### config.mk
export PLATFORM = sky130hd
export DESIGN_NAME = rank_filter_core
export DESIGN_NICKNAME = d
export VERILOG_FILES = /design/src/rtl/rank_filter_core.sv
export SDC_FILE = /design/constraint.sdc
export NUM_CORES = 1
export LEC_CHECK = 0
export ABC_AREA = 0
export BUFFER_PORTS_ARGS = -buffer_cell sky130_fd_sc_hd__buf_4
export CORE_MARGIN = 1.5
export CORE_UTILIZATION = 47
export CTS_BUF_LIST = sky130_fd_sc_hd__clkbuf_16
export DETAILED_ROUTE_END_ITERATION = 8
export GPL_ROUTABILITY_DRIVEN = 0
export PLACE_DENSITY_LB_ADDON = 0.3
export SLEW_MARGIN = 20
export SYNTH_ARGS = -nofsm -noshare
export SYNTH_HDL_FRONTEND = slang
export SYNTH_SLANG_ARGS = --single-unit
export TNS_END_PERCENT = 50
### constraint.sdc
create_clock -name iClk -period 6.6 [get_ports iClk]
set_clock_uncertainty 0.15 [all_clocks]
set_input_delay 0.66 -clock iClk [delete_from_list [all_inputs] [get_ports iClk]]
set_output_delay 0.66 -clock iClk [all_outputs]
set_load 0.05 [all_outputs]
### src/rtl/rank_filter_core.sv
// Rank-order selector: sorts an N-sample window through an N-stage odd-even transposition network, returns the requested rank.
// Latency: N+1 cycles from input sample edge to oValid; one window per clock.
// Backpressure: none; bubbles (iValid=0) travel as invalid slots, reset discards everything in flight.
module rank_filter_core #(
    parameter int WIDTH  = 8,
    parameter int N      = 9,
    parameter int RANK_W = 5
) (
    input  logic                 iClk,
    input  logic                 iRst,
    input  logic                 iValid,
    input  logic [N*WIDTH-1:0]   iData,
    input  logic [RANK_W-1:0]    iRank,
    input  logic [1:0]           iMode,
    output logic                 oValid,
    output logic [WIDTH-1:0]     oValue,
    output logic                 oRankErr
);

    localparam logic [RANK_W-1:0] RANK_ONE = RANK_W'(1);
    localparam logic [RANK_W-1:0] RANK_MED = RANK_W'((N + 1) / 2);
    localparam logic [RANK_W-1:0] RANK_MAX = RANK_W'(N);

    // Stage 0 holds the captured window; stage N holds the fully sorted window.
    logic [N*WIDTH-1:0] stg_dat  [0:N];
    logic [RANK_W-1:0]  stg_rank [0:N];
    logic [N:0]         stg_err;
    logic [N:0]         stg_vld;

    logic [RANK_W-1:0]  cap_rank;
    logic               cap_err;
    logic [RANK_W-1:0]  sel_idx;
    logic [WIDTH-1:0]   sel_val;

    // One transposition step: odd steps pair (0,1),(2,3)..; even steps pair (1,2),(3,4)..
    function automatic logic [N*WIDTH-1:0] cx_stage(input logic [N*WIDTH-1:0] v, input logic odd);
        logic [N*WIDTH-1:0] r;
        logic [WIDTH-1:0]   a;
        logic [WIDTH-1:0]   b;
        r = v;
        for (int k = 0; k < N - 1; k++) begin
            if (k[0] != odd) begin
                a = v[k*WIDTH +: WIDTH];
                b = v[(k+1)*WIDTH +: WIDTH];
                if (a > b) begin
                    r[k*WIDTH +: WIDTH]     = b;
                    r[(k+1)*WIDTH +: WIDTH] = a;
                end
            end
        end
        return r;
    endfunction

    // Decode the effective rank for the window being captured, clamping out-of-range requests.
    always_comb begin
        cap_rank = RANK_ONE;
        cap_err  = 1'b0;
        case (iMode)
            2'b00: begin
                if (iRank == '0) begin
                    cap_rank = RANK_ONE;
                    cap_err  = 1'b1;
                end else if (iRank > RANK_MAX) begin
                    cap_rank = RANK_MAX;
                    cap_err  = 1'b1;
                end else begin
                    cap_rank = iRank;
                end
            end
            2'b01:   cap_rank = RANK_MED;
            2'b10:   cap_rank = RANK_ONE;
            default: cap_rank = RANK_MAX;
        endcase
    end

    // Data, rank and error travel down the sorting pipeline; contents are don't-care until valid.
    always_ff @(posedge iClk) begin
        stg_dat[0]  <= iData;
        stg_rank[0] <= cap_rank;
        stg_err[0]  <= cap_err;
        for (int s = 1; s <= N; s++) begin
            stg_dat[s]  <= cx_stage(stg_dat[s-1], s[0]);
            stg_rank[s] <= stg_rank[s-1];
            stg_err[s]  <= stg_err[s-1];
        end
    end

    // Valid bits are the only reset pipeline state, so reset flushes all in-flight windows.
    always_ff @(posedge iClk) begin
        if (iRst) begin
            stg_vld <= '0;
        end else begin
            stg_vld <= {stg_vld[N-1:0], iValid};
        end
    end

    // Pick the requested rank out of the sorted vector; clamping keeps the index within 0..N-1.
    always_comb begin
        sel_idx = stg_rank[N] - RANK_ONE;
        sel_val = stg_dat[N][sel_idx*WIDTH +: WIDTH];
    end

    // Output register: update on a valid slot, otherwise hold value/error and drop valid.
    always_ff @(posedge iClk) begin
        if (iRst) begin
            oValid   <= 1'b0;
            oValue   <= '0;
            oRankErr <= 1'b0;
        end else if (stg_vld[N]) begin
            oValid   <= 1'b1;
            oValue   <= sel_val;
            oRankErr <= stg_err[N];
        end else begin
            oValid   <= 1'b0;
        end
    end

endmodule

==> results summary <==
The number of max-cap violations is 0. The quantity of hold-fixing buffers added after cts came out at 72. The slack of the worst reg-to-reg path is 3680 ps. Summed over all layers, the global routing overflow is 0. The number of cells produced by synthesis is 3,357.

The multiplexer share of the synthesized area is 9.46%. Of all nets on the critical path, the largest fanout is 18. In this run the tightest slew margin relative to its limit is 46.8%. The buffers plus inverters on the worst setup path is 1.

The cell chosen for the clock root is sky130_fd_sc_hd__clkbuf_16. The count of pins on the block boundary came out at 92. The number of nets with antenna violations after detailed routing came out at 0. Setup repair after global routing left no endpoint under its margin.

The number of filler instances in the final layout came out at 6,441. Summing the areas of all and, or, nand and nor instances in the mapped netlist gives 5.32% of the synthesized area. Among all stages on the critical path, the largest delay is contributed by sky130_fd_sc_hd__o21ai_2. The data arrival time of the critical path is 3320 ps. The detailed placement HPWL came out at 48,200 um. The worst register-to-register path begins at stg_dat[6][48]. The warning count from the yosys run came out at 0. The number of global-route vias before repair is 23,563. The flop and latch count out of synthesis came out at 800.

Entering global routing, the biggest net connects 22 pins. Once the clock tree was built, the resizer swapped 0 gates to a different size. The antenna cell count is 0. The initial antenna violation count is 0. The first-pass GRT wire length came out at 116,000 um. The proportion of synthesized chip area in sequential cells is 46.4%. In this run the standard cell core region covers 72,800 um^2. The die boundary height is 274 um. The area used by sequential logic in the layout is 16,000 um^2. The delay of the slowest cell on the worst path is 830 ps. The run finished with clean final reports. The most common cell in the netlist is sky130_fd_sc_hd__dfxtp_1. The DRC violation total after the first TritonRoute iteration is 1,886.

The xor and xnor fraction of the mapped netlist area is 0.0508%. The total routing resource utilization after global routing came out at 18.5%. Counting I/O delays and the setup requirement, the final critical path takes 2920 ps. The share of layout cells above drive strength 1 is 15.2%. The transition at the pin with the smallest max-transition slack is 795 ps. The worst setup path is captured at a register. The count of buffers inserted at the top-level ports came out at 91. The fraction of the mapped netlist area in compound gates came out at 21.7%. When the netlist entered floorplanning its net count stood at 3,730.

The share of flip-flops with an asynchronous set or reset is 0%. The routed length per instance came out at 15.7 um. The x dimension of the die is 274 um. The critical path data required time is 7000 ps. The post-route clock period utilization is 44.2%. In this run the most critical hold path is launched from iValid.

The total clock buffers created by CTS is 83. The later pin in the worst-skew pair is clocked with a latency of 640 ps. Ranked by total cell area, the synthesized netlist is headed by sky130_fd_sc_hd__dfxtp_1, sky130_fd_sc_hd__ha_1, sky130_fd_sc_hd__o22ai_1, sky130_fd_sc_hd__mux2_2, sky130_fd_sc_hd__a21oi_1.

The area enclosed by the die boundary is 75,000 um^2. Wires add up to 70,300 um. The number of distinct standard cells referenced by the synthesized netlist came out at 49. For this block, the via count after detailed routing is 25,492. Counting flops with a built-in enable in the synthesized netlist gives 0. Summing the areas of all fa, ha and maj instances in the mapped netlist gives 10.6% of the synthesized area. Dividing the synthesized area by the synthesized cell count gives 10.3 um^2. The first-pass detailed-route iteration total came out at 6.

For this design, the sink count on the clock tree is 800. Buffers added to address setup during post-CTS repair amount to 0. Based on the critical path, the design can be clocked at up to 0.343 GHz. The critical path starts at stg_dat[6][48]. The most used flip-flop cell after synthesis is sky130_fd_sc_hd__dfxtp_1. The dominant combinational cell family by area after synthesis is compound AO/OA/AOI/OAI gates. The number of rows in the core area is 99.

TritonCTS built the clock tree. The final-layout setup total negative slack came out at 0 ps. The critical path goes through inv_1 > ha_1 > nand4_1 > o21ai_2 > o22ai_1 > a21oi_1. The count of final hold-check violations came out at 0. The multi-input combinational cells in the finished layout cover a total of 16,300 um^2. On the critical path the largest part of the delay comes from compound AO/OA/AOI/OAI gates. For this configuration, the core starts out at a cell density of 47.3%.

The number of H-tree branching levels came out at 3. The class of the most critical hold timing path is in2reg. By count the netlist is led by sky130_fd_sc_hd__dfxtp_1, sky130_fd_sc_hd__o22ai_1, sky130_fd_sc_hd__inv_1, sky130_fd_sc_hd__a21oi_1, sky130_fd_sc_hd__ha_1. From synthesis to final layout, the design area changed by 12.9%.

The worst setup path is launched from a register. The critical path class is reg2reg. sky130_fd_sc_hd__dfxtp_1 takes more of the synthesized area than any other cell. After detailed routing, the number of vias per cell comes to 5.68. Setup violations remaining at the end of the flow were counted as 0. The clock transition time at the flip-flop clock pins of the worst setup and hold paths is 60 ps. In the final design database the tool counted 3,835 nets. The count of final max-slew check failures is 0. The share of the synthesized area in the top cell type came out at 46.4%. The clock tree buffer depth came out at 3. The number of design rule violations left after detail routing is 0.

The post-synthesis instance area is 34,500 um^2.
[metrics by stage]
stage               hold slack, ps  cell area, um^2  setup slack, ps  cells  utilization (%)
detailed placement             162            35600             3500   4264             48.8
CTS                           52.8            38900             3490   4488             53.4
global placement               160            35600             3560   4264             48.8
finish                        99.3            38900             3680   4488             53.4
floorplan                      160            34500             4280   3357                -
global route                   121            38900             3480   4488             53.4
[path summary, 6_finish.rpt]
kind,depth (start not counted),end
setup / recovery,6,stg_dat[7][51]
hold / removal,2,stg_vld[0]
setup reg to reg,6,stg_dat[7][51]
hold reg to reg,0,stg_dat[4][0]
[placed cells by master, fill, tap and decap left out, types with 19 or more instances in the layout]
master                          Yosys  routed
sky130_fd_sc_hd__o21ai_2           29      29
sky130_fd_sc_hd__ha_1             291     291
sky130_fd_sc_hd__nand4_1           45      45
sky130_fd_sc_hd__o21ai_0           45      45
sky130_fd_sc_hd__dfxtp_1          800     799
sky130_fd_sc_hd__inv_1            376     389
sky130_fd_sc_hd__buf_4             10      91
sky130_fd_sc_hd__clkinv_1           0      21
sky130_fd_sc_hd__mux2_1            19      19
sky130_fd_sc_hd__o211ai_1          28      28
sky130_fd_sc_hd__nor2_1           149     149
sky130_fd_sc_hd__nand2_1           49      49
sky130_fd_sc_hd__a21o_1            20      20
sky130_fd_sc_hd__a21oi_1          291     283
sky130_fd_sc_hd__o22ai_1          519     519
sky130_fd_sc_hd__and4_1            20      20
sky130_fd_sc_hd__a221oi_1         128     128
sky130_fd_sc_hd__mux2_2           237     237
sky130_fd_sc_hd__nor2b_1           28      28
sky130_fd_sc_hd__clkbuf_16          0      83
sky130_fd_sc_hd__dlygate4sd3_1      0      72
[metal layers]
layer | routed length [um] | global-route usage (%) | vias to the layer above | share of wire [%]
li1 | - | - | 12769 | -
met1 | 32200 | 24.9 | 11912 | 46
met2 | 33000 | 30.6 | 659 | 47
met3 | 3190 | 2.52 | 152 | 4.5
met4 | 1880 | 6.19 | 0 | 2.7
met5 | 0 | 0 | - | 0
[registers in the layout (all words and copies together), names as in the netlist]
name	count
oValid	1
oRankErr	1
stg_dat	720
oValue	8
stg_err	10
stg_rank	50
stg_vld	10
[final cells by class]
cell class / instances / share of cell area (%)
multi-input cells: 2038 / 41.8
clock inverters: 69 / 1.35
inverters: 376 / 3.63
clock buffers: 83 / 5.34
flip-flops and latches: 800 / 41.2
well taps: 959 / 3.08
repair buffers: 163 / 3.61
[logic make-up (layout without fill, tap and decap cells)]
family | Yosys count | after routing
compound gates | 1123 | 1123
flops | 800 | 800
buf+inv | 519 | 691
simple gates | 347 | 347
fa+ha+maj | 291 | 291
mux | 274 | 274
xor+xnor | 2 | 2
other cells | 1 | 1
Power is left out: the tool's default activity adds up to more than one toggle a clock period on the data nets, which glitch-free logic cannot reach.
